--- src/rtl/fifo_rd_stream_if.sv ---
// Purpose: bundles the FIFO read port and the downstream valid/ready stream.
// Latency: none (wiring only).
// Backpressure: out_ready from the sink throttles r_valid toward the FIFO.
interface fifo_rd_stream_if #(
  parameter int DATA_W = 8
);
  logic              empty;
  logic              r_valid;
  logic [DATA_W-1:0] r_data;
  logic              out_valid;
  logic              out_ready;
  logic [DATA_W-1:0] out_data;

  // The stream engine drives the read strobe and the output stream.
  modport master (
    input  empty,
    input  r_data,
    input  out_ready,
    output r_valid,
    output out_valid,
    output out_data
  );

  // The FIFO side and the sink together form the opposite end.
  modport slave (
    output empty,
    output r_data,
    output out_ready,
    input  r_valid,
    input  out_valid,
    input  out_data
  );
endinterface

--- src/rtl/fifo_rd_stream.sv ---
// Purpose: reads words from the async FIFO read port into a 2-entry buffer and streams them out.
// Latency: 2 cycles from an accepted read to out_valid; one word per cycle sustained.
// Backpressure: r_valid only issues when the buffer plus the in-flight word leaves room after this cycle's pop.
module fifo_rd_stream #(
  parameter int DATA_W = 8,
  parameter int CNT_W  = 16
) (
  input  logic               clk_rd,
  input  logic               rst_n,
  input  logic               flush,
  fifo_rd_stream_if.master   bus,
  output logic [1:0]         occ,
  output logic [CNT_W-1:0]   beat_cnt
);

  logic [1:0]        occ_q;
  logic              infl_q;
  logic              head_q;
  logic              tail_q;
  logic [DATA_W-1:0] mem_q [2];
  logic [CNT_W-1:0]  cnt_q;

  logic              pop;
  logic              req;
  logic              acc;
  logic [2:0]        level;

  // Occupancy after this edge; pop needs out_valid, so it never underflows.
  always_comb begin
    pop   = (occ_q != 2'd0) && bus.out_ready;
    level = {1'b0, occ_q} + {2'b00, infl_q} - {2'b00, pop};
    req   = rst_n && !bus.empty && !flush && (level < 3'd2);
    acc   = req && !bus.empty;
  end

  assign bus.r_valid   = req;
  assign bus.out_valid = (occ_q != 2'd0);
  assign bus.out_data  = mem_q[head_q];
  assign occ           = occ_q;
  assign beat_cnt      = cnt_q;

  // Buffer bookkeeping: flush drops both the held words and the returning one.
  always_ff @(posedge clk_rd or negedge rst_n) begin
    if (!rst_n) begin
      occ_q  <= 2'd0;
      infl_q <= 1'b0;
      head_q <= 1'b0;
      tail_q <= 1'b0;
    end else if (flush) begin
      occ_q  <= 2'd0;
      infl_q <= 1'b0;
      head_q <= 1'b0;
      tail_q <= 1'b0;
    end else begin
      occ_q  <= level[1:0];
      infl_q <= acc;
      if (pop)    head_q <= ~head_q;
      if (infl_q) tail_q <= ~tail_q;
    end
  end

  // Capture the word returning from last cycle's accepted read.
  always_ff @(posedge clk_rd or negedge rst_n) begin
    if (!rst_n) begin
      mem_q[0] <= '0;
      mem_q[1] <= '0;
    end else if (infl_q && !flush) begin
      mem_q[tail_q] <= bus.r_data;
    end
  end

  // Delivered-beat counter; a pop during flush still counts as delivered.
  always_ff @(posedge clk_rd or negedge rst_n) begin
    if (!rst_n) begin
      cnt_q <= '0;
    end else begin
      cnt_q <= cnt_q + {{(CNT_W-1){1'b0}}, pop};
    end
  end

  // The request rule guarantees the buffer never has to hold a third word.
  overflow_chk: assert property (@(posedge clk_rd) disable iff (!rst_n) (level <= 3'd2));

  // The strobe is never raised toward an empty FIFO.
  no_empty_read_chk: assert property (@(posedge clk_rd) disable iff (!rst_n) !(bus.r_valid && bus.empty));

endmodule

--- src/flat_wrapper.sv ---
// flat-port wrapper written by rule: the top's interface ports become plain ports
module fifo_rd_stream_flat 
#(
  parameter int DATA_W = 8,
  parameter int CNT_W  = 16
)
  (clk_rd, rst_n, flush, occ, beat_cnt, bus_empty, bus_r_data, bus_out_ready, bus_r_valid, bus_out_valid, bus_out_data);
  fifo_rd_stream_if #(.DATA_W(DATA_W)) bus_i ();
  input  logic clk_rd;
  input  logic rst_n;
  input  logic flush;
  output logic [1:0] occ;
  output logic [CNT_W-1:0] beat_cnt;
  input wire logic [$bits(bus_i.empty)-1:0] bus_empty;
  input wire logic [$bits(bus_i.r_data)-1:0] bus_r_data;
  input wire logic [$bits(bus_i.out_ready)-1:0] bus_out_ready;
  output wire logic [$bits(bus_i.r_valid)-1:0] bus_r_valid;
  output wire logic [$bits(bus_i.out_valid)-1:0] bus_out_valid;
  output wire logic [$bits(bus_i.out_data)-1:0] bus_out_data;
  assign bus_i.empty = bus_empty;
  assign bus_i.r_data = bus_r_data;
  assign bus_i.out_ready = bus_out_ready;
  assign bus_r_valid = bus_i.r_valid;
  assign bus_out_valid = bus_i.out_valid;
  assign bus_out_data = bus_i.out_data;
  fifo_rd_stream #(.DATA_W(DATA_W), .CNT_W(CNT_W)) u_core (.clk_rd(clk_rd), .rst_n(rst_n), .flush(flush), .bus(bus_i), .occ(occ), .beat_cnt(beat_cnt));
endmodule
--- config.mk ---
export PLATFORM = sky130hd
export DESIGN_NAME = fifo_rd_stream_flat
export DESIGN_NICKNAME = d
export VERILOG_FILES = /design/src/rtl/fifo_rd_stream_if.sv /design/src/rtl/fifo_rd_stream.sv /design/src/flat_wrapper.sv
export SDC_FILE = /design/constraint.sdc
export NUM_CORES = 1
export LEC_CHECK = 0
export CORE_ASPECT_RATIO = 1.1
export CORE_MARGIN = 4
export CORE_UTILIZATION = 35
export CTS_CLUSTER_DIAMETER = 120
export DETAILED_ROUTE_END_ITERATION = 6
export PLACE_DENSITY = 0.68
export SYNTH_ARGS = -nofsm -noshare
export SYNTH_HDL_FRONTEND = slang
export SYNTH_SLANG_ARGS = --single-unit
--- constraint.sdc ---
create_clock -name clk_rd -period 2.2 [get_ports clk_rd]
set_clock_uncertainty 0.1 [all_clocks]
set_input_delay 0.22 -clock clk_rd [delete_from_list [all_inputs] [get_ports clk_rd]]
set_output_delay 0.22 -clock clk_rd [all_outputs]
set_load 0.03 [all_outputs]
# --- Yosys cells after proc, flatten, opt, wreduce, memory -nomap -nowiden ---
# Index checks and enable logic that the tools add are counted.
classes:
  muxes: 12
  add_sub_neg: 3
  reduce_logical: 12
  n_lt_le_gt_ge: 4
  n_bitwise: 4
ops:
  columns: ["op", "n"]
  rows:
  - ["8-bit 2-to-1 mux", 4]
  - ["16-bit by 1-bit adder with 16-bit output", 1]
  - ["16-bit bitwise mux", 1]
  - ["8-bit demux with 1-bit select", 1]
  - ["1-bit logical AND", 7]
  - ["2-bit nonzero test", 3]
  - ["1-bit 2-to-1 mux", 5]
  - ["2-bit >= comparator (second input constant)", 2]
  - ["1-bit NOT with 2-bit output", 2]
  - ["2-bit by 1-bit adder with 3-bit output", 1]
  - ["3-bit by 2-bit < comparator with 1-bit output (second input constant)", 1]
  - ["3-bit by 1-bit subtractor with 3-bit output", 1]
  - ["1-bit logical NOT", 2]
  - ["2-bit by 1-bit < comparator with 1-bit output (second input constant)", 1]
  - ["2-bit 2-to-1 mux", 1]
  - ["1-bit NOT", 2]
word_totals:
  register_bits: 37

# --- Longest topological paths before layout ---
logic_depth:
  depth_word: 7
  depth_mapped: 8
  mapped_depth_nobuf: 8

# --- Worst setup path before layout ---
# OpenSTA, ideal clock, no wires.
synth_timing:
  path_type: "flip-flop to output port"
  startpoint: "register u_core.occ_q[1] (netlist: u_core.occ[1])"
  endpoint: "output bus_r_valid"
  arrival_time_ns: 2.775
  path_buffers: 0
  stages_incl_launch_ff: 9
  t_required_ns: 1.880
  path_slack_ns: -0.895
  path_cell_list: "dfrtp_1 > o21a_1 > ha_1 > inv_1 > ha_1 > inv_1 > fa_1 > nand2_1 > nor4_1"
synth_via:
  elab_chain_cells: 5
  elab_cells_between_ends: 6
  cone_classes: "add/sub (2); order compare (1); reduce/logical (3)"
synth_lines:
  columns: ["element", "line", "rtl"]
  rows:
  - ["start, declared", "fifo_rd_stream.sv:16", "logic [1:0] occ_q;"]
  - ["start signal, assigned", "fifo_rd_stream.sv:55", "occ_q <= level[1:0];"]
  - ["parallel branches: the longest is 2 deep, another holds 2-bit by 1-bit adder with 3-bit output", null, null]
  - ["3-bit by 1-bit subtractor with 3-bit output (*)", "fifo_rd_stream.sv:31", "level = {1'b0, occ_q} + {2'b00, infl_q} - {2'b00, pop};"]
  - ["3-bit by 2-bit < comparator with 1-bit output (*)", "fifo_rd_stream.sv:32", "req = rst_n && !bus.empty && !flush && (level < 3'd2);"]
  - ["1-bit logical AND (*)", "fifo_rd_stream.sv:32", null]
  - ["end, declared", "flat_wrapper.sv:17", "output wire logic [$bits(bus_i.r_valid)-1:0] bus_r_valid;"]
# Every way passes the cells marked *.

# --- Worst setup path after layout ---
layout_timing:
  startpoint: "register u_core.occ_q[0] (netlist: u_core.occ[0])"
  endpoint: "output bus_r_valid"
# The elaborated chain is that of the path after synthesis.

==> impl_metrics.csv <==
group,metric,value,unit
final_layout,n_fill_cell,417,
setup_path,path_cells,"o21a_1 -> ha_1 -> inv_2 -> ha_4 -> inv_2 -> fa_1 -> nand2_2 -> nor4_4 -> buf_6",
clock_tree,clkLatencyLatePin,0.28,ns
place,dp_hpwl,2.49,mm
place,dp_slack,-0.475,ns
setup_path,critPathRequiredTime,1.88,ns
sta,fin_setup_tns,-0.538,ns
place,numPortBuffers,40,
setup_path,startpoint,"u_core.occ[0]$_DFF_PN0_",
sta,min_period_over_period,124,%
grt,grt_pass1_wl,5.80,mm
drt,final_antenna_net_count,0,
floorplan,rows,26,
synth,ys_types,23,
drt,wl_per_cell,14.5,um
setup_path,cp_slowest_cell,"fa_1",
drt,via_per_inst,4.95,
setup_path,critPathKind,"flip-flop to output pin",
clock_tree,cts.sink_count,37,
place,place.gp.congestion,0.747,
worst_hold_path,hold_path.class,"input port to flip-flop",
floorplan,io_pins,41,
synth,syn_area,1680,um2
power_and_ir_drop,finalPower,2.84,mW
power_and_ir_drop,power_leakage,1.04,nW
setup_path,crit_path_end_kind,"output pin",
floorplan,die-width,74.0,um
final_layout,nets,198,
synth,ys.flop_type,"dfrtp_1",
floorplan,initial_utilization,36.0,%
status,violations,"setup timing",
final_layout,register_area,930,um2
final_layout,multi_input_area,748,um2
drt,drtIter0Drc,30,
sta,tightest_slew,0.512,ns
grt,antenna_found_initial,0,
drt,routed_wl,3.41,mm
sta,rsz0062_at_grt,"yes",
setup_path,cp.buffers_inverters,3,
setup_path,critPathMaxStageDelay,0.51,ns
grt,grt_start_max_net_pins,38,
synth,synth_warnings,0,
drt,drtPass1Iterations,4,
synth,synth.avg_cell_area,13.4,um2
final_layout,diodes,0,
setup_path,path_max_fanout,2,
floorplan,die_h,80.6,um
grt,grt_pass1_vias,1222,
final_layout,drive_above_1_share,31.7,%
clock_tree,htreeDepth,2,
synth,async_flop_share,100,%
status,status,"complete, but fails checks",
sta,relSlewSlack,65.8,%
drt,routed-via-count,1168,
setup_path,critPathMostFrequentCell,"inv_2",
sta,hold_viol_final,0,
grt,grtUsageTotal,13.1,%
clock_tree,cts_buffer_depth,2,
floorplan,dieArea,5960,um2
sta,setup_viol,1,
clock_tree,cts_tree,"yes",
run,maxCapViolCount,0,
clock_tree,cts_root_buffer,"clkbuf_8",
sta,setup_ws,-0.538,ns
synth,synth-edff-count,0,
drt,drc,0,
setup_path,cp_top_family,"adder cells",
clock_tree,cts_inserted_buffers,5,
synth,seq_area_frac_synth,55.2,%
sta,finalMaxSlewViolations,0,
synth,synthCells,125,
power_and_ir_drop,vdd_drop_max,0.811,mV
power_and_ir_drop,cellPowerDensity,1220,nW/um2
setup_path,critPathLaunchType,"flip-flop",
grt,grt.overflow.total,0,
sta,period_needed,2.74,ns
synth,ys_seq_elements,37,
floorplan,fp.coreArea,4650,um2
worst_hold_path,hp-start,"rst_n",
synth,synth_nets,143,
clock_tree,path_clk_slew,0.07,ns
sta,timing.fmax,365,MHz
setup_path,cp.arrival,2.42,ns
setup_path,r2r-start,"u_core.occ[0]$_DFF_PN0_",
final_layout,area_growth_syn_to_layout,39.0,%
[what timing repair did]
action / 4_1_cts / 5_1_grt
buffers inserted: 0 / 2
endpoints found under the setup margin: 9 / 2
pin swaps: 0 / 1
hold buffers: 1 / 0
endpoints found under the hold margin: 37 / 0
resized for setup: 2 / 6
[layout make-up]
type	instances	share of cell area [%]
well taps	56	3.01
flip-flops and latches	37	39.9
clock buffers	7	3.70
multi-input cells	80	32.1
inverters	6	0.966
repair buffers	50	20.3
[layout by cell type, fill, tap and decap left out, types with 2 or more instances in the layout]
cell and instances:
nand3_1 5, inv_2 2, nor3_1 4, nand2_1 2, xor2_1 9, nor4_2 3
clkdlybuf4s50_1 38, mux2_2 24, dfrtp_1 34, nand4_1 5, dfrtp_2 3, xnor2_1 8
ha_1 3, buf_4 9, clkbuf_8 6, nor2_1 5, inv_1 4
[logic make-up after synthesis]
logic type               count (synthesis)  share of synthesized area [%]
flip-flops                              37                           55.2
AND/OR/NAND/NOR                         33                           12.8
multiplexers                            24                           16.1
XOR/XNOR                                17                           8.88
buffers and inverters                    8                           2.31
adder cells (fa/ha/maj)                  5                           4.18
AO/OA/AOI/OAI                            1                          0.448
[registers in the layout, indices dropped and copies added (netlist names)]
| name | cells |
|---|---|
| u_core.occ | 2 |
| u_core.mem_q | 16 |
| u_core.head_q | 1 |
| u_core.infl_q | 1 |
| u_core.tail_q | 1 |
| u_core.beat_cnt | 16 |
[metal layers]
layer | part of all wire (%) | wire length (um) | global-route usage (%)
met1 | 44 | 1510 | 15.7
met2 | 48 | 1620 | 21.1
met3 | 6.1 | 208 | 4.51
met4 | 2.1 | 72 | 5.98
met5 | 0 | 0 | 0
[cell usage after synthesis (all sizes together), types with 2 or more instances]
| master | number | area [um2] |
|---|---|---|
| ha | 4 | 50.1 |
| mux2 | 24 | 270 |
| nand4 | 6 | 43.8 |
| nor3 | 4 | 20.0 |
| dfrtp | 37 | 926 |
| buf | 2 | 16.3 |
| nor4 | 5 | 43.8 |
| nand2 | 3 | 11.3 |
| inv | 6 | 22.5 |
| xnor2 | 8 | 70.1 |
| nand3 | 5 | 25.0 |
| xor2 | 9 | 78.8 |
| nor2 | 5 | 18.8 |
[through the flow]
step / instance area (um2) / cells / hold WS [ns] / util, %
2_1_floorplan: 1690 / 125 / -0.176 / -
3_3_place_gp: 2190 / 226 / 0.271 / 47.1
3_5_place_dp: 2190 / 226 / 0.280 / 47.1
4_1_cts: 2290 / 234 / 0.147 / 49.3
5_1_grt: 2330 / 236 / 0.146 / 50.1
6_report: 2330 / 236 / 0.159 / 50.1
[power by group]
part           internal [mW]  switching, mW  total [mW]  leakage, nW
Clock                  0.248          0.216       0.464       0.0443
Combinational          0.671          0.657        1.33        0.523
Sequential             0.885          0.162        1.05        0.476
Total                   1.80           1.03        2.84         1.04
[worst min-delay path, cell delays in order]
cell and delay, ns:
buf_2 0.13, nand2_2 0.09, nor4_2 0.05
[final timing paths]
check,endpoint,slack (ns),cells past startpoint
hold reg to reg,u_core.beat_cnt[15]$_DFF_PN0_,0.37,1
setup reg to reg,u_core.infl_q$_DFF_PN0_,0.04,8
setup / recovery,bus_r_valid,-0.54,9
hold / removal,u_core.infl_q$_DFF_PN0_,0.16,3
max in group asynchronous,u_core.occ[0]$_DFF_PN0_,1.14,3
min in group asynchronous,u_core.beat_cnt[15]$_DFF_PN0_,0.52,3
(Power assumes the default switching activity.)
